`src/rtl/uart_rx_param_if.sv`:
```
`default_nettype none
// ============================================================================
// Module      : uart_rx_param_if
// Description : Serial line in, received word out on a valid/ready handshake,
//               plus the per-word error flags and receiver status.
// Revision    : 1.0 - initial release
// ============================================================================
interface uart_rx_param_if #(
  parameter int DATA_BITS = 8
);
  logic                 rxd;
  logic [DATA_BITS-1:0] data_out;
  logic                 data_valid;
  logic                 data_ready;
  logic                 parity_err;
  logic                 frame_err;
  logic                 overrun_err;
  logic                 busy;

  // Receiver side: owns the word stream.
  modport master (
    input  rxd,
    input  data_ready,
    output data_out,
    output data_valid,
    output parity_err,
    output frame_err,
    output overrun_err,
    output busy
  );

  // Line driver / word consumer side.
  modport slave (
    output rxd,
    output data_ready,
    input  data_out,
    input  data_valid,
    input  parity_err,
    input  frame_err,
    input  overrun_err,
    input  busy
  );
endinterface
`default_nettype wire

```
`src/rtl/uart_rx_param.sv`:
```
`default_nettype none
// ============================================================================
// Module      : uart_rx_param
// Description : Parametrised UART receiver, mid-bit sampling, optional parity,
//               1/2 stop bits, valid/ready word output with error flags.
// Revision    : 1.0 - initial release
// ============================================================================
module uart_rx_param #(
  parameter int DATA_BITS    = 8,
  parameter int CLKS_PER_BIT = 16,
  parameter int PARITY_EN    = 0,
  parameter int PARITY_ODD   = 0,
  parameter int STOP_BITS    = 1,
  parameter int MSB_FIRST    = 1
) (
  input  logic           clk,
  input  logic           rst,
  uart_rx_param_if.master rx
);

  localparam int CW  = $clog2(CLKS_PER_BIT);
  localparam int BCW = $clog2(DATA_BITS + 1);

  localparam logic [CW-1:0]  BIT_END  = CW'(CLKS_PER_BIT - 1);
  localparam logic [CW-1:0]  HALF_END = CW'(CLKS_PER_BIT / 2 - 1);
  localparam logic [BCW-1:0] DATA_END = BCW'(DATA_BITS - 1);
  localparam logic [BCW-1:0] STOP_END = BCW'(STOP_BITS - 1);

  typedef enum logic [2:0] {
    S_IDLE   = 3'd0,
    S_START  = 3'd1,
    S_DATA   = 3'd2,
    S_PARITY = 3'd3,
    S_STOP   = 3'd4
  } state_t;

  // Synchroniser and edge detector
  logic sync1_q, sync1_d;
  logic rxs_q, rxs_d;
  logic rxs_prev_q, rxs_prev_d;

  // Frame engine
  state_t               state_q, state_d;
  logic [CW-1:0]        cnt_q, cnt_d;
  logic [BCW-1:0]       bit_cnt_q, bit_cnt_d;
  logic [DATA_BITS-1:0] shift_q, shift_d;
  logic                 perr_pend_q, perr_pend_d;
  logic                 ferr_pend_q, ferr_pend_d;
  logic                 done_q, done_d;

  // Output word register
  logic [DATA_BITS-1:0] data_out_q, data_out_d;
  logic                 data_valid_q, data_valid_d;
  logic                 parity_err_q, parity_err_d;
  logic                 frame_err_q, frame_err_d;
  logic                 overrun_q, overrun_d;

  logic                 fall;
  logic                 bit_mid;
  logic                 par_bad;
  logic                 accept;
  logic [DATA_BITS-1:0] shift_in;

  // Shift direction decides which end of the word the first bit lands in.
  generate
    if (MSB_FIRST != 0) begin : g_msb_first
      assign shift_in = {shift_q[DATA_BITS-2:0], rxs_q};
    end else begin : g_lsb_first
      assign shift_in = {rxs_q, shift_q[DATA_BITS-1:1]};
    end
  endgenerate

  assign fall    = rxs_prev_q & ~rxs_q;
  assign bit_mid = (cnt_q == BIT_END);
  assign par_bad = ((^shift_q) ^ rxs_q) != (PARITY_ODD != 0);
  assign accept  = data_valid_q & rx.data_ready;

  always_comb begin
    sync1_d     = rx.rxd;
    rxs_d       = sync1_q;
    rxs_prev_d  = rxs_q;
    state_d     = state_q;
    cnt_d       = cnt_q;
    bit_cnt_d   = bit_cnt_q;
    shift_d     = shift_q;
    perr_pend_d = perr_pend_q;
    ferr_pend_d = ferr_pend_q;
    done_d      = 1'b0;

    case (state_q)
      S_IDLE: begin
        if (fall) begin
          state_d   = S_START;
          cnt_d     = '0;
          bit_cnt_d = '0;
        end
      end

      S_START: begin
        if (cnt_q == HALF_END) begin
          cnt_d = '0;
          // Line back high at mid start bit: a glitch, not a frame.
          if (rxs_q) begin
            state_d = S_IDLE;
          end else begin
            state_d     = S_DATA;
            perr_pend_d = 1'b0;
            ferr_pend_d = 1'b0;
          end
        end else begin
          cnt_d = cnt_q + 1'b1;
        end
      end

      S_DATA: begin
        if (bit_mid) begin
          cnt_d   = '0;
          shift_d = shift_in;
          if (bit_cnt_q == DATA_END) begin
            bit_cnt_d = '0;
            state_d   = (PARITY_EN != 0) ? S_PARITY : S_STOP;
          end else begin
            bit_cnt_d = bit_cnt_q + 1'b1;
          end
        end else begin
          cnt_d = cnt_q + 1'b1;
        end
      end

      S_PARITY: begin
        if (bit_mid) begin
          cnt_d       = '0;
          perr_pend_d = par_bad;
          state_d     = S_STOP;
        end else begin
          cnt_d = cnt_q + 1'b1;
        end
      end

      S_STOP: begin
        if (bit_mid) begin
          cnt_d = '0;
          if (!rxs_q) begin
            ferr_pend_d = 1'b1;
          end
          if (bit_cnt_q == STOP_END) begin
            bit_cnt_d = '0;
            state_d   = S_IDLE;
            done_d    = 1'b1;
          end else begin
            bit_cnt_d = bit_cnt_q + 1'b1;
          end
        end else begin
          cnt_d = cnt_q + 1'b1;
        end
      end

      default: begin
        state_d = S_IDLE;
      end
    endcase
  end

  // A completed frame loads only into a free (or just-freed) output slot.
  always_comb begin
    data_out_d   = data_out_q;
    data_valid_d = data_valid_q;
    parity_err_d = parity_err_q;
    frame_err_d  = frame_err_q;
    overrun_d    = 1'b0;

    if (accept) begin
      data_valid_d = 1'b0;
    end

    if (done_q) begin
      if (!data_valid_q || accept) begin
        data_out_d   = shift_q;
        parity_err_d = perr_pend_q;
        frame_err_d  = ferr_pend_q;
        data_valid_d = 1'b1;
      end else begin
        overrun_d = 1'b1;
      end
    end
  end

  always_ff @(posedge clk) begin
    if (rst) begin
      sync1_q      <= 1'b1;
      rxs_q        <= 1'b1;
      rxs_prev_q   <= 1'b1;
      state_q      <= S_IDLE;
      cnt_q        <= '0;
      bit_cnt_q    <= '0;
      shift_q      <= '0;
      perr_pend_q  <= 1'b0;
      ferr_pend_q  <= 1'b0;
      done_q       <= 1'b0;
      data_out_q   <= '0;
      data_valid_q <= 1'b0;
      parity_err_q <= 1'b0;
      frame_err_q  <= 1'b0;
      overrun_q    <= 1'b0;
    end else begin
      sync1_q      <= sync1_d;
      rxs_q        <= rxs_d;
      rxs_prev_q   <= rxs_prev_d;
      state_q      <= state_d;
      cnt_q        <= cnt_d;
      bit_cnt_q    <= bit_cnt_d;
      shift_q      <= shift_d;
      perr_pend_q  <= perr_pend_d;
      ferr_pend_q  <= ferr_pend_d;
      done_q       <= done_d;
      data_out_q   <= data_out_d;
      data_valid_q <= data_valid_d;
      parity_err_q <= parity_err_d;
      frame_err_q  <= frame_err_d;
      overrun_q    <= overrun_d;
    end
  end

  assign rx.data_out    = data_out_q;
  assign rx.data_valid  = data_valid_q;
  assign rx.parity_err  = parity_err_q;
  assign rx.frame_err   = frame_err_q;
  assign rx.overrun_err = overrun_q;
  assign rx.busy        = (state_q != S_IDLE);

endmodule
`default_nettype wire
```
`src/flat_wrapper.sv`:
```
// flat-port wrapper written by rule: the top's interface ports become plain ports
module uart_rx_param_flat 
#(
  parameter int DATA_BITS    = 8,
  parameter int CLKS_PER_BIT = 16,
  parameter int PARITY_EN    = 0,
  parameter int PARITY_ODD   = 0,
  parameter int STOP_BITS    = 1,
  parameter int MSB_FIRST    = 1
)
  (clk, rst, rx_rxd, rx_data_ready, rx_data_out, rx_data_valid, rx_parity_err, rx_frame_err, rx_overrun_err, rx_busy);
  uart_rx_param_if #(.DATA_BITS(DATA_BITS)) rx_i ();
  input  logic clk;
  input  logic rst;
  input wire logic [$bits(rx_i.rxd)-1:0] rx_rxd;
  input wire logic [$bits(rx_i.data_ready)-1:0] rx_data_ready;
  output wire logic [$bits(rx_i.data_out)-1:0] rx_data_out;
  output wire logic [$bits(rx_i.data_valid)-1:0] rx_data_valid;
  output wire logic [$bits(rx_i.parity_err)-1:0] rx_parity_err;
  output wire logic [$bits(rx_i.frame_err)-1:0] rx_frame_err;
  output wire logic [$bits(rx_i.overrun_err)-1:0] rx_overrun_err;
  output wire logic [$bits(rx_i.busy)-1:0] rx_busy;
  assign rx_i.rxd = rx_rxd;
  assign rx_i.data_ready = rx_data_ready;
  assign rx_data_out = rx_i.data_out;
  assign rx_data_valid = rx_i.data_valid;
  assign rx_parity_err = rx_i.parity_err;
  assign rx_frame_err = rx_i.frame_err;
  assign rx_overrun_err = rx_i.overrun_err;
  assign rx_busy = rx_i.busy;
  uart_rx_param #(.DATA_BITS(DATA_BITS), .CLKS_PER_BIT(CLKS_PER_BIT), .PARITY_EN(PARITY_EN), .PARITY_ODD(PARITY_ODD), .STOP_BITS(STOP_BITS), .MSB_FIRST(MSB_FIRST)) u_core (.clk(clk), .rst(rst), .rx(rx_i));
endmodule
```
`config.mk`:
```
export PLATFORM = sky130hd
export DESIGN_NAME = uart_rx_param_flat
export DESIGN_NICKNAME = d
export VERILOG_FILES = /design/src/rtl/uart_rx_param_if.sv /design/src/rtl/uart_rx_param.sv /design/src/flat_wrapper.sv
export SDC_FILE = /design/constraint.sdc
export NUM_CORES = 1
export LEC_CHECK = 0
export BUFFER_PORTS_ARGS = -buffer_cell sky130_fd_sc_hd__buf_4
export CAP_MARGIN = 25
export CORE_MARGIN = 2
export CORE_UTILIZATION = 57
export CTS_CLUSTER_DIAMETER = 150
export DETAILED_ROUTE_END_ITERATION = 10
export PLACE_DENSITY = 0.77
export SYNTH_ARGS = -nofsm -noshare
export SYNTH_HDL_FRONTEND = slang
export SYNTH_SLANG_ARGS = --single-unit
```
`constraint.sdc`:
```
create_clock -name clk -period 2.6 [get_ports clk]
set_clock_uncertainty 0.05 [all_clocks]
set_input_delay 0.26 -clock clk [delete_from_list [all_inputs] [get_ports clk]]
set_output_delay 0.26 -clock clk [all_outputs]
set_load 0.01 [all_outputs]
```
Word level (Yosys, flattened, before mapping)
Cells that the tools add are included.
{"block": "word_totals", "regBits": 37, "latchBits": 0, "mem_bits_rw": 0, "mem_bits_ro": 0, "in_bits": 4, "out_inout_bits": 13, "word_cells": 90, "memories": 0}
{"block": "classes", "addsub": 2, "multipliers": 0, "div": 0, "n_lt_le_gt_ge": 0, "n_eq_ne": 16, "shift": 0, "mux": 30, "n_bitwise": 7, "reduce_logical": 20}
{"op": "$mux W4", "n": 7}
{"op": "$pmux W4 S3", "n": 2}
{"op": "$mux W3", "n": 7}
{"op": "$pmux W3 S5", "n": 1}
{"op": "$ne A2 B1 Y1 const B", "n": 7}
{"op": "$mux W1", "n": 10}
{"op": "$reduce_bool A3 Y1", "n": 3}
{"op": "$add A4 B1 Y4 const B", "n": 2}
{"op": "$eq A4 B3 Y1 const B", "n": 2}
{"op": "$reduce_and A4 Y1", "n": 2}
{"op": "$reduce_xor A8 Y1", "n": 1}
{"op": "$reduce_and A7 Y1", "n": 1}
{"op": "$eq A3 B2 Y1 const B", "n": 2}
{"op": "$reduce_and A2 Y1", "n": 3}
{"op": "$reduce_or A3 Y1", "n": 2}
{"op": "$reduce_and A5 Y1", "n": 1}
{"op": "$eq A4 B4 Y1 const B", "n": 1}
{"op": "$logic_not A4 Y1", "n": 1}
{"op": "$ne A2 B2 Y1 const B", "n": 2}
{"op": "$not A1 Y1", "n": 4}
{"op": "$pmux W1 S2", "n": 2}
{"op": "$reduce_bool A2 Y1", "n": 2}
{"op": "$eq A3 B1 Y1 const B", "n": 1}
{"op": "$eq A3 B3 Y1 const B", "n": 1}
{"op": "other kinds (7)", "n": 8}

Logic depth before layout (Yosys ltp)
{"block": "logic_depth", "ltp_word": 4, "ltp_mapped": 7, "ltp_nobuf": 7}

Worst setup path before layout
No wires, ideal clock.
{"block": "synth_timing", "path_type": "reg-to-reg", "startpoint": "register u_core.bit_cnt_q[0]", "endpoint": "register u_core.state_q[2]", "setup_ns": 0.070, "arrival_time_ns": 1.745, "t_required_ns": 2.480, "path_slack_ns": 0.734, "path_stages_with_launch": 8, "n_path_buf": 0, "period_less_slack_ns": 1.866, "cell_sequence": "dfxtp_1 inv_1 ha_1 or3b_4 a32oi_2 inv_2 or4b_1 a21oi_1"}
{"block": "synth_between", "elab_chain_cells": 3, "elab_cells_between_ends": 5, "classes_between": "eq/ne: 3; reduce/logical: 2"}
{"item": "from (decl)", "line": "uart_rx_param.sv:45", "source": "logic [BCW-1:0] bit_cnt_q, bit_cnt_d;"}
{"item": "from (signal assigned)", "line": "uart_rx_param.sv:211", "source": "bit_cnt_q <= bit_cnt_d;"}
{"item": "$eq A4 B3 Y1 / $logic_not A4 Y1 (equally long branches)", "line": "uart_rx_param.sv:119, uart_rx_param.sv:146"}
{"item": "$ne A2 B1 Y1 (no source line)"}
{"item": "$reduce_and A7 Y1 (no source line) *"}
{"item": "to (signal assigned)", "line": "uart_rx_param.sv:209", "source": "state_q <= state_d;"}
{"item": "to (decl)", "line": "uart_rx_param.sv:43", "source": "state_t state_q, state_d;"}
Every way passes the cells marked *; elsewhere a longest branch is shown, timed or not.
A chain may end at the register's enable or synchronous reset.

Final worst setup path
{"block": "layout_timing", "startpoint": "register u_core.state_q[2]", "endpoint": "register u_core.bit_cnt_q[3]"}
{"block": "layout_between", "elab_chain_cells": 3, "elab_cells_between_ends": 9, "classes_between": "eq/ne: 5; mux: 1; reduce/logical: 3"}
{"item": "$eq A3 B2 Y1 (tied with other cells)", "line": "uart_rx_param.sv:90", "source": "case (state_q)"}
{"item": "$ne A2 B1 Y1 (no source line) / $reduce_bool A3 Y1 (equally long branches)"}
{"item": "$reduce_and A4 Y1 (no source line)"}
Several ways; a longest one is shown, not always the timed one.

==> impl_metrics.toml <==
[outcome]
status = "finished with violations"
violations = "DRC"

[yosys]
synth-edff-count = 0
synth_adder_area_share_pct = 2.78
synth_top_area_share_pct = 43.3
syn_area_um2 = 1710
syn_inst = 195
synthTopCellsByCount = "dfxtp_1 (37), a21oi_1 (21), nor2_1 (20)"
yosysMostFrequentCell = "dfxtp_1"
ys_seq_area_share_pct = 43.3
synth_nets = 202
synth-simple-area-share_pct = 23.0
synth_xor_xnor_area_share_pct = 5.41
synthMuxAreaShare_pct = 6.51
synth-seq-cells = 37
synth.largest_area_cell = "dfxtp_1"
synth-compound-area-share_pct = 13.2
synth_cell_types = 46
synthTopCellsByArea = "dfxtp_1 (43%), a21oi_1 (6.1%), mux2i_1 (5.9%)"
ys_warn_count = 0
synth_top_family_by_area = "simple AND/OR/NAND/NOR gates"
syn_avg_cell_area_um2 = 8.77
ys.flop_type = "dfxtp_1"
async_flop_share_pct = 0

[clock_network]
htreeDepth = 2
cts_tree = "yes"
cts_setup_buffers = 0
hold_buffers = 0
numCtsBuffers = 5
cts_resized = 0
cts_num_sinks = 37
clk_pin_slew_ns = 0.11
cts_root_buffer = "clkbuf_4"
insertion_delay_ns = 0.34
cts_buffer_depth = 2

[die]
start_util_pct = 61.0
die_y_um = 58.8
ios = 17
fp.dieW_um = 58.8
die_area_um2 = 3460
rows = 19
core_area_um2 = 2810

[pwr]
p_per_area_nw_per_um2 = 564
power_frac_comb_pct = 7.5
ir_worst_vdd_v = 0.000516
p_seq_share_pct = 54.1
clkPwrFrac_pct = 38.4
power.switching_mw = 0.246
p_total_mw = 1.08
sw_frac_of_total_pct = 22.8
p_leak_nw = 0.785
p_int_mw = 0.834

[sta]
rsz0062_at_grt = "no"
post-route-period-util_pct = 79.0
relSlewSlack_pct = 65.2
finalHoldViolations = 0
tns_ns = 0
finalCriticalPeriod_ns = 2.05
drv_slew = 0
setup_viol = 0
worst_pin_slew_ns = 0.521
clock.fmax_mhz = 487
fin_ws_ns = 0.546
whs_ns = 0.0322

[route]
drt_iter0_drc = 46
routedWlPerCell_um = 13.3
via_count = 1368
vias_per_cell = 5.65
drt.antenna.violating_nets = 0
drt-total-wl_mm = 3.21
drc = 1
drt_pass1_iterations = 7

[final_layout]
drive_gt1_share_pct = 19.0
diodes = 0
nets = 217
instances_no_fill = 242
syn_to_final_growth_pct = 11.9
ff_latch_area_um2 = 741
multi_input_area_um2 = 870
fillers = 233

[global_route]
grt-ovfl-total = 0
antenna_found_initial = 0
grt_pass1_vias = 1247
track_usage_pct = 21.0
grt_start_max_net_pins = 38
grt_first_pass_wirelength_mm = 5.51

[hold_path]
hold_class = "in -> reg"
hp-start = "rx_data_ready"

[placed_design]
placed_cells = 234
port_buffers = 16
gp_congestion = 0.852
dp_slack_ns = 0.622
dp_hpwl_mm = 2.25

[job]
maxCapViolCount = 0

[setup_path]
cp_max_fo = 15
cp.arrival_ns = 2.29
critical_path_class = "reg -> reg"
cp.required_ns = 2.83
reg2reg_from = "u_core.state_q[2]"
worst_setup_path_start_kind = "register"
crit_path_max_incr_delay_ns = 0.67
path_cells = "xnor2_1, o31ai_2, nand2_2, or4_1, a21oi_1"
worst_path_max_delay_cell = "dfxtp_1"
crit_start = "u_core.state_q[2]"
endpoint_kind = "register"
-- cells in the final DEF (no fill, tap or decap), types with 2 or more instances in the layout --
| cell | instances |
|---|---|
| o21ai_1 | 3 |
| a21oi_1 | 21 |
| o21ai_0 | 7 |
| mux2i_1 | 10 |
| xnor2_1 | 6 |
| nand4_1 | 2 |
| dfxtp_1 | 37 |
| nand2_1 | 15 |
| xor2_1 | 2 |
| or2_2 | 3 |
| inv_2 | 2 |
| nor2_1 | 20 |
| inv_1 | 10 |
| nand3_1 | 15 |
| or3_1 | 2 |
| ha_1 | 3 |
| buf_4 | 18 |
| clkbuf_4 | 5 |
| nor3_1 | 2 |
-- critical path, delay by kind of cell, from the launching register on --
| family | cells | cell delay, ns |
|---|---|---|
| AOI/OAI and AO/OA | 2 | 0.42 |
| xor gates and xnor gates | 1 | 0.20 |
| DFF | 1 | 0.67 |
| and+or+nand+nor | 2 | 0.66 |
-- layout make-up --
type	instances	area share (%)
multi-input combinational	136	45.4
sequential	37	38.7
timing repair buffer	18	7.06
clock buffer	7	2.88
inverter	12	2.35
tap	31	2.03
clock inverter	1	1.57
-- power by group through the flow --
stage,combinational (mW),sequential (mW),clock (mW)
CTS,0.0811,0.584,0.427
global placement,0.0771,0.597,0
floorplan,0.0705,0.591,0
detailed placement,0.0797,0.597,0
global route,0.0900,0.586,0.451
finish,0.0808,0.584,0.415
-- sequential cells by signal (all words and copies together) (netlist names), 3 cells and up --
signal / count
u_core.rx.data_out: 8
u_core.bit_cnt_q: 4
u_core.state_q: 3
u_core.shift_q: 8
u_core.cnt_q: 4
-- through the flow --
stage               utilization (%)  area [µm²]
finish                         68.2        1910
global route                   68.2        1910
CTS                            68.2        1910
detailed placement             65.2        1830
global placement               65.2        1830
floorplan                         -        1710
-- cell families after synthesis --
| kind of cell | count (synthesis) |
|---|---|
| AO/OA/AOI/OAI | 38 |
| buffers and inverters | 22 |
| adder cells (fa/ha/maj) | 4 |
| flip-flops | 37 |
| multiplexers | 11 |
| AND/OR/NAND/NOR | 74 |
| XOR/XNOR | 9 |
-- worst paths after layout --
path                            to  slack [ns]  depth (start not counted)
min reg2reg      u_core.rxs_prev_d        0.39                          1
max reg2reg    u_core.bit_cnt_q[3]        0.55                          5
max            u_core.bit_cnt_q[3]        0.55                          5
min          u_core.rx.overrun_err        0.03                          2
-- layer usage --
layer	vias to the layer above	track usage [%]	wire length (µm)	share of wire [%]
li1	700	-	-	-
met1	634	25.7	1500	47
met2	27	34.3	1550	48
met5	-	0	0	0
met4	0	8.44	55	1.7
met3	7	6.81	116	3.6
Power figures use the tool's default switching activity.
